File: config.mk
export PLATFORM = sky130hd
export DESIGN_NAME = zet_front_prefetch_wbq
export DESIGN_NICKNAME = d
export VERILOG_FILES = /design/src/rtl/zet_front_pkg.sv /design/src/rtl/zet_front_fifo.sv /design/src/rtl/zet_front_prefetch_wbq.sv
export SDC_FILE = /design/constraint.sdc
export NUM_CORES = 1
export LEC_CHECK = 0
export BUFFER_PORTS_ARGS = -buffer_cell sky130_fd_sc_hd__buf_4
export CORE_MARGIN = 2
export CORE_UTILIZATION = 35
export DETAILED_ROUTE_END_ITERATION = 10
export GPL_ROUTABILITY_DRIVEN = 0
export GPL_TIMING_DRIVEN = 0
export RECOVER_POWER = 25
export SLEW_MARGIN = 20
export SYNTH_ARGS = -nofsm -noshare
export SYNTH_HDL_FRONTEND = slang
export SYNTH_HIERARCHICAL = 1
export SYNTH_SLANG_ARGS = --single-unit
File: constraint.sdc
create_clock -name wb_clk_i -period 10.5 [get_ports wb_clk_i]
set_input_delay 0.525 -clock wb_clk_i [delete_from_list [all_inputs] [get_ports wb_clk_i]]
set_output_delay 0.525 -clock wb_clk_i [all_outputs]
set_load 0.02 [all_outputs]
File: src/rtl/zet_front_pkg.sv
// Shared definitions for the prefetch front end.
// Holds fetch FSM states, reset vector defaults and the segment:offset address helper.
package zet_front_pkg;

  typedef enum logic [1:0] {
    ST_IDLE  = 2'd0,
    ST_FETCH = 2'd1,
    ST_DRAIN = 2'd2
  } fetch_state_e;

  localparam logic [15:0] RST_CS_DEF = 16'hf000;
  localparam logic [15:0] RST_IP_DEF = 16'hfff0;

  // Queue entry layout: {dat[15:0], ip[15:0], cs[15:0], odd}
  localparam int unsigned ENTRY_W = 49;

  // Word address of cs:ip, i.e. ((cs<<4) + even ip) >> 1, wrapping at 1 MiB.
  function automatic logic [18:0] fetch_word_addr(input logic [15:0] cs,
                                                  input logic [14:0] ip_word);
    fetch_word_addr = {cs, 3'b000} + {4'h0, ip_word};
  endfunction

endpackage

File: src/rtl/zet_front_fifo.sv
// Show-ahead instruction queue with synchronous clear.
// Pops on an empty queue and pushes on a full queue (without a pop) are ignored.
module zet_front_fifo #(
  parameter int unsigned AW = 3,
  parameter int unsigned W  = 49
) (
  input  logic          clk,
  input  logic          rst,
  input  logic          clr,
  input  logic          push,
  input  logic          pop,
  input  logic [W-1:0]  wdata,
  output logic [W-1:0]  rdata,
  output logic          empty,
  output logic          full,
  output logic [AW:0]   level
);

  localparam int unsigned   DEPTH    = 2 ** AW;
  localparam logic [AW:0]   FULL_LVL = (AW + 1)'(DEPTH);
  localparam logic [AW:0]   ONE_LVL  = (AW + 1)'(1);
  localparam logic [AW-1:0] ONE_PTR  = AW'(1);

  logic [W-1:0]  mem_r [DEPTH];
  logic [AW-1:0] wr_ptr_r;
  logic [AW-1:0] rd_ptr_r;
  logic [AW:0]   level_r;
  logic          pop_ok_s;
  logic          push_ok_s;

  assign pop_ok_s  = pop && (level_r != {(AW + 1){1'b0}});
  assign push_ok_s = push && ((level_r != FULL_LVL) || pop_ok_s);

  // Pointer and occupancy bookkeeping; clear wins over push and pop.
  always_ff @(posedge clk or posedge rst) begin
    if (rst) begin
      wr_ptr_r <= {AW{1'b0}};
      rd_ptr_r <= {AW{1'b0}};
      level_r  <= {(AW + 1){1'b0}};
    end else if (clr) begin
      wr_ptr_r <= {AW{1'b0}};
      rd_ptr_r <= {AW{1'b0}};
      level_r  <= {(AW + 1){1'b0}};
    end else begin
      if (push_ok_s) wr_ptr_r <= wr_ptr_r + ONE_PTR;
      if (pop_ok_s)  rd_ptr_r <= rd_ptr_r + ONE_PTR;
      case ({push_ok_s, pop_ok_s})
        2'b10:   level_r <= level_r + ONE_LVL;
        2'b01:   level_r <= level_r - ONE_LVL;
        default: level_r <= level_r;
      endcase
    end
  end

  // Storage array; contents need no reset because reads are gated by occupancy.
  always_ff @(posedge clk) begin
    if (push_ok_s && !clr) mem_r[wr_ptr_r] <= wdata;
  end

  assign rdata = (level_r == {(AW + 1){1'b0}}) ? {W{1'b0}} : mem_r[rd_ptr_r];
  assign empty = (level_r == {(AW + 1){1'b0}});
  assign full  = (level_r == FULL_LVL);
  assign level = level_r;

endmodule

File: src/rtl/zet_front_prefetch_wbq.sv
// Instruction prefetcher: fetches words at cs:ip over Wishbone into a small queue.
// A flush redirects fetching and discards both the queue and any in-flight word.
module zet_front_prefetch_wbq
  import zet_front_pkg::*;
#(
  parameter int unsigned FIFO_AW = 3,
  parameter logic [15:0] RST_CS  = RST_CS_DEF,
  parameter logic [15:0] RST_IP  = RST_IP_DEF
) (
  input  logic               wb_clk_i,
  input  logic               wb_rst_i,
  input  logic [15:0]        wb_dat_i,
  output logic [19:1]        wb_adr_o,
  output logic [1:0]         wb_sel_o,
  output logic               wb_cyc_o,
  output logic               wb_stb_o,
  input  logic               wb_ack_i,
  input  logic               flush,
  input  logic [15:0]        requested_cs,
  input  logic [15:0]        requested_ip,
  input  logic               rd_fifo,
  output logic [15:0]        fifo_dat_o,
  output logic [15:0]        fifo_ip_o,
  output logic [15:0]        fifo_cs_o,
  output logic               fifo_odd_o,
  output logic               fifo_empty,
  output logic [FIFO_AW:0]   fifo_level
);

  localparam int unsigned    DEPTH    = 2 ** FIFO_AW;
  localparam logic [FIFO_AW:0] LAST_LVL = (FIFO_AW + 1)'(DEPTH - 1);
  localparam logic [18:0]    RST_ADR  = fetch_word_addr(RST_CS, RST_IP[15:1]);

  fetch_state_e         state_r;
  fetch_state_e         state_next_s;
  logic [15:0]          cs_r;
  logic [15:0]          ip_r;
  logic [15:0]          cs_next_s;
  logic [15:0]          ip_next_s;
  logic [15:0]          ip_even_s;
  logic [18:0]          adr_r;
  logic                 cyc_r;
  logic                 push_s;
  logic                 pop_eff_s;
  logic                 slot_left_s;
  logic                 fifo_full_s;
  logic [ENTRY_W-1:0]   wdata_s;
  logic [ENTRY_W-1:0]   rdata_s;

  assign ip_even_s   = {ip_r[15:1], 1'b0};
  assign pop_eff_s   = rd_fifo && !fifo_empty;
  // After a push a slot remains if a pop frees one or the queue was not one short of full.
  assign slot_left_s = pop_eff_s || (fifo_level < LAST_LVL);
  assign wdata_s     = {wb_dat_i, ip_even_s, cs_r, ip_r[0]};

  // Next-state, cs:ip update and push decision.
  always_comb begin
    state_next_s = state_r;
    cs_next_s    = flush ? requested_cs : cs_r;
    ip_next_s    = flush ? requested_ip : ip_r;
    push_s       = 1'b0;
    case (state_r)
      ST_IDLE: begin
        if (!flush && !fifo_full_s) state_next_s = ST_FETCH;
        else                        state_next_s = ST_IDLE;
      end
      ST_FETCH: begin
        if (flush) begin
          if (wb_ack_i) state_next_s = ST_IDLE;
          else          state_next_s = ST_DRAIN;
        end else if (wb_ack_i) begin
          push_s    = 1'b1;
          ip_next_s = ip_even_s + 16'd2;
          if (slot_left_s) state_next_s = ST_FETCH;
          else             state_next_s = ST_IDLE;
        end else begin
          state_next_s = ST_FETCH;
        end
      end
      ST_DRAIN: begin
        if (wb_ack_i) state_next_s = ST_IDLE;
        else          state_next_s = ST_DRAIN;
      end
      default: state_next_s = ST_IDLE;
    endcase
  end

  // State, cs:ip and Wishbone request registers.
  always_ff @(posedge wb_clk_i or posedge wb_rst_i) begin
    if (wb_rst_i) begin
      state_r <= ST_IDLE;
      cs_r    <= RST_CS;
      ip_r    <= RST_IP;
      cyc_r   <= 1'b0;
      adr_r   <= RST_ADR;
    end else begin
      state_r <= state_next_s;
      cs_r    <= cs_next_s;
      ip_r    <= ip_next_s;
      cyc_r   <= (state_next_s != ST_IDLE);
      // Address only moves when a new fetch starts, so it stays stable while draining.
      if (state_next_s == ST_FETCH) adr_r <= fetch_word_addr(cs_next_s, ip_next_s[15:1]);
      else                          adr_r <= adr_r;
    end
  end

  zet_front_fifo #(
    .AW (FIFO_AW),
    .W  (ENTRY_W)
  ) u_fifo (
    .clk   (wb_clk_i),
    .rst   (wb_rst_i),
    .clr   (flush),
    .push  (push_s),
    .pop   (rd_fifo && !flush),
    .wdata (wdata_s),
    .rdata (rdata_s),
    .empty (fifo_empty),
    .full  (fifo_full_s),
    .level (fifo_level)
  );

  assign {fifo_dat_o, fifo_ip_o, fifo_cs_o, fifo_odd_o} = rdata_s;

  assign wb_adr_o = adr_r;
  assign wb_sel_o = 2'b11;
  assign wb_cyc_o = cyc_r;
  assign wb_stb_o = cyc_r;

endmodule

# Word level (Yosys, flattened, before mapping)
# Memories as Yosys holds them, arrays and structs flattened.
# Index checks and enable logic that the tools add are counted.
# classes
order_cmp	1
n_mux	23
n_reduce_logical	18
addsub	6
eq_ne	7
# ops
cell	count
$mux W16	5
$mux W49	1
$add A19 B15 Y19	1
$add A16 B2 Y16 const B	1
$mux W3	4
$pmux W4 S2	1
$mux W1	7
$add A3 B1 Y3 const B	2
$eq A2 B1 Y1 const B	3
$logic_and A1 B1 Y1	6
$mux W2	3
$pmux W2 S3	1
$reduce_bool A2 Y1	3
$add A4 B1 Y4 const B	1
$eq A2 B2 Y1 const B	2
$eq A4 B4 Y1 const B	1
$logic_not A4 Y1	1
$lt A4 B3 Y1 const B	1
$mux W4	1
$ne A4 B4 Y1 const B	1
$reduce_bool A4 Y1	1
$sub A4 B1 Y4 const B	1
$logic_not A1 Y1	3
$reduce_bool A3 Y1	1
2 further kinds	3
# word_totals
register_bits	64
out_inout_bits	77
elab_cells	64
mem_count	1
mem_bits_rw	384
inputBits	53
# memory_table
memory	depth	width	read_ports	rd_ports_with_merged_regs	wr	line	text
u_fifo.mem_r	8	48	1	0	1	zet_front_fifo.sv:24	logic [W-1:0] mem_r [DEPTH];

# Longest topological paths before layout
# Gate-level depths: netlist (run 1).
# logic_depth
depth_word	9
ltp_mapped	12
mapped_depth_nobuf	12

# Modules after synthesis
# Netlist (run 1), hierarchy kept.
# by_module_without_submodules
module	cells_each	instances	area_each_um2	seq_area_each_um2
zet_front_fifo	705	1	15564.9	12021.5
zet_front_prefetch_wbq	313	1	3072.9	1391.3

# Worst setup path after synthesis (run 1)
# No wires, ideal clock.
# synth_path
path_type	input port to flip-flop
start	in flush
end	mem u_fifo/mem_r[0][0] in the netlist's numbering, enable pin
path_stages	7
path_buffers	3
setup_time_ps	595
required_ps	9905
path_slack_ps	3063
t_arrival_ps	6842
path_cell_list	buf_2 clkbuf_1 clkbuf_1 nor2b_1 nand2b_1 o21ai_0 nor4b_1
# synth_via
elab_chain_len	8
elab_cells_between_ends	10
cone_classes	4 x mux; 6 x reduce/logical
# synth_lines
element	line	text
from (decl)	zet_front_prefetch_wbq.sv:18	input logic flush,
$logic_not A1 Y1	zet_front_fifo.sv:57, zet_front_prefetch_wbq.sv:115	
$logic_and A1 B1 Y1	zet_front_prefetch_wbq.sv:115	.pop (rd_fifo && !flush),
$logic_and A1 B1 Y1	zet_front_fifo.sv:31	assign pop_ok_s = pop && (level_r != {(AW + 1){1'b0}});
$logic_or A1 B1 Y1	zet_front_fifo.sv:32	assign push_ok_s = push && ((level_r != FULL_LVL) || pop_ok_s);
$logic_and A1 B1 Y1	zet_front_fifo.sv:32	
$logic_and A1 B1 Y1 (*)	zet_front_fifo.sv:57	if (push_ok_s && !clr) mem_r[wr_ptr_r] <= wdata;
$mux W1 (*)	zet_front_fifo.sv:57	
$mux W1 (not written as such) (*)	zet_front_fifo.sv:57	
to (decl)	zet_front_fifo.sv:24	
# Every way passes the cells marked *; elsewhere a longest branch is shown, timed or not.

# Final worst setup path (run 1)
# layout_path
start	reg u_fifo.level_r[0] (netlist: u_fifo/level[0])
end	reg adr_r[17] (netlist: wb_adr_o[18])
# layout_via
elab_chain_len	9
elab_cells_between_ends	14
cone_classes	1 x order compare; 2 x eq/ne; 5 x mux; 6 x reduce/logical
# layout_lines
element	line	text
from (decl)	zet_front_fifo.sv:27	logic [AW:0] level_r;
from (signal assigned)	zet_front_fifo.sv:39	level_r <= {(AW + 1){1'b0}};
from (signal assigned)	zet_front_fifo.sv:43	level_r <= {(AW + 1){1'b0}};
from (signal assigned)	zet_front_fifo.sv:48	2'b10: level_r <= level_r + ONE_LVL;
branches (longest 7 deep; another with $lt A4 B3 Y1)	n/a	
$pmux W2 S3 (*)	zet_front_prefetch_wbq.sv:62	case (state_r)
via state_next_s[0]	zet_front_prefetch_wbq.sv:35	fetch_state_e state_next_s;
$eq A2 B1 Y1 (*)	zet_front_prefetch_wbq.sv:102	if (state_next_s == ST_FETCH) adr_r <= fetch_word_addr(cs_next_s, ip_next_s[15:1]);
to (signal assigned)	zet_front_prefetch_wbq.sv:102	
to (signal assigned)	zet_front_prefetch_wbq.sv:103	else adr_r <= adr_r;
to (decl)	zet_front_prefetch_wbq.sv:41	logic [18:0] adr_r;
# Mark *: on every way through the listed nets, which the timed path passes.
# A chain may end at the register's enable or synchronous reset.

==> results of run 1 <==
[cells in the mapped netlist, types with 3 or more instances]
cell      instances
a211o_1           4
a211oi_2          3
a21o_1            4
a21oi_1          14
a31oi_1           3
and3_1            3
buf_2            25
buf_4             4
buf_6             3
clkbuf_1         20
dfrtp_1          32
dfstp_2          32
edfxtp_1        392
ha_1             18
inv_1             8
mux2_2           14
mux2i_1          54
mux4_2           98
nand2_1          62
nand2b_1          3
nand3_1           9
nand4_1           9
nor2_1           74
nor2b_1           3
nor3_1           11
nor4_1            8
o211ai_1          4
o21a_1            4
o21ai_0          17
o21ai_1          11
or4_1             3
xnor2_1          15
xor2_1           12
[logic make-up after synthesis]
| family | count (synthesis) | synth area share |
|---|---|---|
| flops | 456 | 0.720 |
| simple gates | 200 | 0.0492 |
| mux | 167 | 0.156 |
| compound gates | 84 | 0.0320 |
| buf+inv | 63 | 0.0164 |
| xor+xnor | 27 | 0.0127 |
| fa+ha+maj | 19 | 0.0132 |
| other cells | 2 | 0.000403 |
[path summary, 6_finish.rpt]
kind                                             start                              to  slack [ns]  depth (start not counted)
max                        u_fifo/level[0]$_DFFE_PP0P_        wb_adr_o[18]$_DFFE_PP1N_        6.55                         10
min reg2reg                    wb_adr_o[5]$_DFFE_PP1N_         wb_adr_o[5]$_DFFE_PP1N_        0.46                          2
min                                           wb_ack_i            state_r[1]$_DFF_PP0_        0.14                          2
min in group asynchronous                     wb_rst_i  u_fifo/rd_ptr_r[2]$_DFFE_PP0P_        0.56                          3
max reg2reg                u_fifo/level[0]$_DFFE_PP0P_        wb_adr_o[18]$_DFFE_PP1N_        6.55                         10
max in group asynchronous                     wb_rst_i               cs_r[0]$_DFF_PP0_        9.37                          3
[per-layer routing]
layer | vias to the layer above | routed length, um
li1 | 4547 | -
met1 | 5255 | 19900
met2 | 293 | 21200
met3 | 51 | 2550
met4 | 0 | 680
met5 | - | 0
[sequential cells by signal, summed over array words and instances, names as in the netlist]
name             count
cs_r                16
ip_r                16
state_r              2
u_fifo/level         4
u_fifo/mem_r       392
u_fifo/rd_ptr_r      3
u_fifo/wr_ptr_r      3
wb_adr_o            19
wb_cyc_o             1
[metrics by stage]
step / total power, mW / instance area (sq um) / TNS (ns) / instances
after floorplan: 2.30 / 18700 / 0 / 1026
after global placement: 2.45 / 20500 / -491.75 / 1841
after detailed placement: 2.46 / 21000 / 0 / 1907
after CTS: 4.13 / 22600 / 0 / 1996
after global routing: 4.22 / 22500 / 0 / 1996
final: 4.08 / 22500 / 0 / 1997
[critical path: cells and delay by family, from the launching register on]
kind                   cells  cell delay [ns]
AND/OR/NAND/NOR            4             1.51
buffers and inverters      4             1.19
AO/OA/AOI/OAI              2             0.65
flip-flops                 1             0.52
[power by group through the flow]
stage | clock network (mW) | logic [mW] | registers (mW)
after floorplan | 0 | 0.165 | 2.14
after global routing | 1.77 | 0.341 | 2.11
final | 1.66 | 0.313 | 2.11
after CTS | 1.70 | 0.320 | 2.11
after detailed placement | 0 | 0.318 | 2.14
after global placement | 0 | 0.313 | 2.14
[final cells by class]
cell class	count	area share
Inverter	9	0.00161
Timing Repair Buffer	194	0.0614
Antenna cell	1	0.000111
Buffer	54	0.0121
Clock inverter	27	0.0121
Tap cell	688	0.0383
Clock buffer	61	0.0564
Multi-Input combinational cell	507	0.222
Sequential cell	456	0.596
==> metrics.txt, run 1 <==
result of the run=complete, no violations; top cell type's share of synthesized area=0.632; P_sw=0.933 mW; Sequential Power Share=0.517; initial antenna violation count=1; remaining routing DRC violations=0; largest net degree at the start of global routing=55; Yosys top cell by area=edfxtp_1; met1 GRT Util=0.228; cts repair resizes=0; WL final=44400 um; total track usage=0.160; synth unique cells=66; clock share of power=0.407; DIE AREA=0.0551 sq mm; Starting Density=0.354; hold buffer count at CTS=1; Final min period=3.95 ns; sw frac=0.229; crit path DAT=4.43 ns; slowest stage cell on the critical path=nor2_1; postcts setup bufs=0; Worst slew margin=0.281; Slew Limit Fails=0; measured slew at the worst slew-check pin=1.07 ns; cell repeated most along the worst path=buf_2; hold_ws=0.140 ns; core footprint=0.0527 sq mm; Avg WL per Cell=22.2 um; pwr dens=181 mW/mm^2; met2 usage=0.256; GR peak layer=met2; most frequent cells in the layout=edfxtp_1 (392), buf_4 (142), mux4_2 (98); Reg area=0.0134 sq mm; post-synthesis average cell area=18.3 sq um; dpl hpwl=31700 um; fin crit share=0.376; met3 Use GR=0.0301; Post-Synthesis Cells=1018; Worst Hold Class=in -> reg; f_max=0.253 GHz; clk_lat worst skew=0.58 ns; H-tree Lvls=2; synth warn=6; leakage=7.68 nW; CTS Buffer Depth=3; Gate power share=0.077; Vias=10146; multi-input logic area=0.00500 sq mm; most frequently used flop master after synthesis=edfxtp_1; post-place setup slack=6.10 ns; commonest non-fill, non-tap cell in the layout=edfxtp_1; nets=1341; Req. time, crit path=10.98 ns; ranking of synthesized cells by area=edfxtp_1 (63%), mux4_2 (12%), dfstp_2 (4.5%), dfrtp_1 (4.3%), mux2i_1 (2.9%); Die W=235 um; CP peak stage delay=0.82 ns; CP Class=reg -> reg; fraction of layout cells with a size suffix above 1=0.339; register area share after synthesis=0.720; Die Height=235 um; port bufs=127; vias in the first global route=10449; CTS Sinks=456; CTS tree=yes; #FFs+latches synth=456; Post-DRT Antenna Nets=0; vias per inst=5.08; Worst Skew=0.0177 ns; internal power=3.15 mW; worst-path cell chain=or3_4 -> nor2_1 -> buf_2 -> nor2b_1 -> o311ai_2 -> buf_2 -> inv_2 -> buf_2 -> a31oi_1 -> nand3_1; Finish-stage setup viols=0; Clock transition at path regs=0.06 ns; RSZ-0062 raised after global routing=no; Hold Vio Cnt, Final=0; number of synthesized flops with an enable pin=392; Startpoint Class=flop; CTS root buffer=clkbuf_16; drt pass-1 iters=5; Std-Cell Rows=84; first-pass GRT wire length=66300 um; Crit. End Element=flop; CTS Buf Count=47; Max-Cap Viols=0; peak supply drop=0.112 mV; setup ws final=6.55 ns; Mapped Area=0.0186 sq mm; Max FO, Critical Path=11; DR iter-0 viols=812; fin util=0.427; P&R area growth vs syn=20.7%; FILL cells=4643; GRT overflow=0; I/O pins=130; ys async rst share=0.140
No activity file was read; power rests on OpenSTA's default activity.
==> inputs of run 2 (changes only) <==
==> constraint.sdc (replaced) <==
create_clock -name wb_clk_i -period 3.95 [get_ports wb_clk_i]
set_input_delay 0.1975 -clock wb_clk_i [delete_from_list [all_inputs] [get_ports wb_clk_i]]
set_output_delay 0.1975 -clock wb_clk_i [all_outputs]
set_load 0.02 [all_outputs]
==> run 2 against run 1 <==
Effect of this change: worst setup slack got worse by 6.2 ns; first-iteration DRC count decreased by 5.3%; register-to-register slack got worse by 6.2 ns; count of clock-buffer cells in the layout increased by 9; sequential share of layout area decreased by 1.1 points; total power increased to 2.6 times the previous value; critical path depth increased by 1; maximum frequency increased by 8.5%; combinational power increased to 2.8 times the previous value; critical path type unchanged; largest power group unchanged; highest routed layer unchanged.
==> metrics.txt, run 2 (synthesis gave the netlist of run 1 again) <==
H-tree Lvls=2 (unchanged); slowest stage cell on the critical path=dfrtp_1 (was nor2_1); Hold Crit Start=flush (was wb_ack_i); postcts setup bufs=0 (unchanged); drt pass-1 iters=5 (unchanged); Reg2Reg Depth=11 (was 10); vias per inst=5.08 (about the same); commonest non-fill, non-tap cell in the layout=edfxtp_1 (unchanged); Finish-stage setup viols=0 (unchanged); Avg WL per Cell=22.1 um (was 22.2 um); FILL cells=4630 (was 4643); Starting Density=0.354 (unchanged); total track usage=0.163 (was 0.160); cell repeated most along the worst path=o21ai_1 (was buf_2); initial antenna violation count=0 (was 1); CTS root buffer=clkbuf_16 (unchanged); diode count=0 (was 1); hold_ws=0.0636 ns (was 0.140 ns); Die W=235 um (unchanged); clk_lat worst skew=0.58 ns (about the same); dpl hpwl=30600 um (was 31700 um); I/O pins=130 (unchanged); most frequent cells in the layout=edfxtp_1 (392), buf_4 (122), mux4_2 (98) (was edfxtp_1 (392), buf_4 (142), mux4_2 (98)); core footprint=0.0527 sq mm (unchanged); GRT overflow=0 (unchanged); worst-path cell chain=nand4_1 -> nor4_1 -> nand2_1 -> xor2_1 -> o21ai_1 -> ha_1 -> a21oi_1 -> o21ai_1 -> or3_1 -> or4_1 -> o211ai_2 (was or3_4 -> nor2_1 -> buf_2 -> nor2b_1 -> o311ai_2 -> buf_2 -> inv_2 -> buf_2 -> a31oi_1 -> nand3_1); Max-Cap Viols=0 (unchanged); Req. time, crit path=4.45 ns (was 10.98 ns); Min-Delay Endpoint=u_fifo/level[3]$_DFFE_PP0P_ (was state_r[1]$_DFF_PP0_); Worst slew margin=0.360 (was 0.281); Hold Vio Cnt, Final=0 (unchanged); pwr dens=458 mW/mm^2 (was 181 mW/mm^2); CTS Buf Count=46 (was 47); P&R area growth vs syn=23.1% (was 20.7%); WL final=44700 um (was 44400 um); Reg2Reg Launch Point=ip_r[3]$_DFF_PP0_ (was u_fifo/level[0]$_DFFE_PP0P_); dpl cells=1882 (was 1907); peak supply drop=0.286 mV (was 0.112 mV); DIE AREA=0.0551 sq mm (unchanged); fin crit share=0.922 (was 0.376); Worst Skew=0.0254 ns (was 0.0177 ns); vias in the first global route=10562 (was 10449); leakage=7.72 nW (was 7.68 nW); largest net degree at the start of global routing=55 (unchanged); nets=1364 (was 1341); Startpoint Class=flop (unchanged); first-pass GRT wire length=67400 um (was 66300 um); Worst R2R Setup Slack=0.31 ns (was 6.55 ns); CP peak stage delay=0.62 ns (was 0.82 ns); CTS Sinks=456 (unchanged); Largest Register=u_fifo/mem_r (unchanged); f_max=0.275 GHz (was 0.253 GHz); fraction of layout cells with a size suffix above 1=0.309 (was 0.339); Clock transition at path regs=0.06 ns (about the same); crit path DAT=4.14 ns (was 4.43 ns); Pwr Total=10.5 mW (was 4.08 mW); CP Class=reg -> reg (unchanged); Vias=10250 (was 10146); Crit. End Element=flop (unchanged); FF-to-FF End=wb_adr_o[19]$_DFFE_PP1N_ (was wb_adr_o[18]$_DFFE_PP1N_); Std-Cell Rows=84 (unchanged); Post-DRT Antenna Nets=0 (unchanged); remaining routing DRC violations=0 (unchanged); CTS tree=yes (unchanged); measured slew at the worst slew-check pin=0.960 ns (was 1.07 ns); CTS Buffer Depth=3 (unchanged); Worst Hold Depth=3 (was 2); Worst Hold Class=in -> reg (unchanged); Largest register FFs=392 (unchanged); post-route insts no fill=2016 (was 1997); Max FO, Critical Path=13 (was 11); result of the run=complete, no violations (unchanged); DR iter-0 viols=769 (was 812); port bufs=127 (unchanged); RSZ-0062 raised after global routing=no (unchanged); Final min period=3.64 ns (was 3.95 ns); Die Height=235 um (unchanged); Slew Limit Fails=0 (unchanged)
## run 2: changes by cell type in the layout (fill, tap and decap cells not counted), sizes merged
cell,before,now
diode,1,0
clkbuf,97,107
clkinv,18,13
buf,211,185
bufinv,5,0
dlygate4sd3,1,50
clkinvlp,3,0
## run 2: how the worst max path moves through the flow
| stage | depth (start not counted) | end | start |
|---|---|---|---|
| 3_3_place_gp | 9 | u_fifo/mem_r[1][36]$_DFFE_PP_ | flush |
| 5_1_grt | 11 | wb_adr_o[19]$_DFFE_PP1N_ | ip_r[3]$_DFF_PP0_ |
| 3_5_place_dp | 13 | u_fifo/mem_r[4][41]$_DFFE_PP_ | flush |
| 2_1_floorplan | 8 | u_fifo/mem_r[1][0]$_DFFE_PP_ | flush |
| 6_report | 11 | wb_adr_o[19]$_DFFE_PP1N_ | ip_r[3]$_DFF_PP0_ |
| 4_1_cts | 10 | wb_adr_o[16]$_DFFE_PP1N_ | u_fifo/level[0]$_DFFE_PP0P_ |
## run 2: critical path: cells and delay by family, from the launching register on
| kind | cells | cell delay [ns] |
|---|---|---|
| and+or+nand+nor | 5 | 1.82 |
| AOI/OAI and AO/OA | 4 | 0.65 |
| DFF | 1 | 0.62 |
| adders and majority gates | 1 | 0.33 |
| xor gates and xnor gates | 1 | 0.16 |
## run 2: where the power goes
part	leakage, nW	internal, mW	switching (mW)
logic	2.77	0.372	0.511
registers	4.27	5.43	0.170
clock network	0.680	2.29	1.74
## run 2: per-layer routing
layer  up-vias  part of all wire  track usage
li1       4585                 -            -
met1      5313              0.46        0.237
met2       293              0.46        0.253
met3        59             0.058       0.0323
met4         0             0.020       0.0409
met5         -                 0            0
## run 2: timing repair
| item | in CTS | in global routing |
|---|---|---|
| endpoints found under the setup margin | 0 | 14 |
| resized for setup | 0 | 1 |
| hold buffers | 50 | 0 |
| endpoints found under the hold margin | 196 | 0 |
## run 2: final cells by class
type | instances | area (sq um) | area share
clock buffers | 70 | 1310 | 0.0572
inverters | 9 | 36.3 | 0.00158
repair buffers | 218 | 1930 | 0.0841
clock inverters | 14 | 65.1 | 0.00284
flip-flops and latches | 456 | 13400 | 0.585
multi-input cells | 507 | 5050 | 0.220
plain buffers | 54 | 272 | 0.0118
well taps | 688 | 861 | 0.0375
## run 2: metrics by stage
| step | setup TNS, ns | cell area, sq um | setup slack, ns | util |
|---|---|---|---|---|
| 3_5_place_dp | 0 | 21100 | 0.0181 | 0.401 |
| 4_1_cts | 0 | 23000 | 0.0491 | 0.437 |
| 3_3_place_gp | -1264.36 | 20500 | -4.55 | 0.390 |
| 5_1_grt | 0 | 22900 | 0.0706 | 0.436 |
| 2_1_floorplan | -149.65 | 18700 | -0.800 | - |
| 6_report | 0 | 22900 | 0.308 | 0.436 |
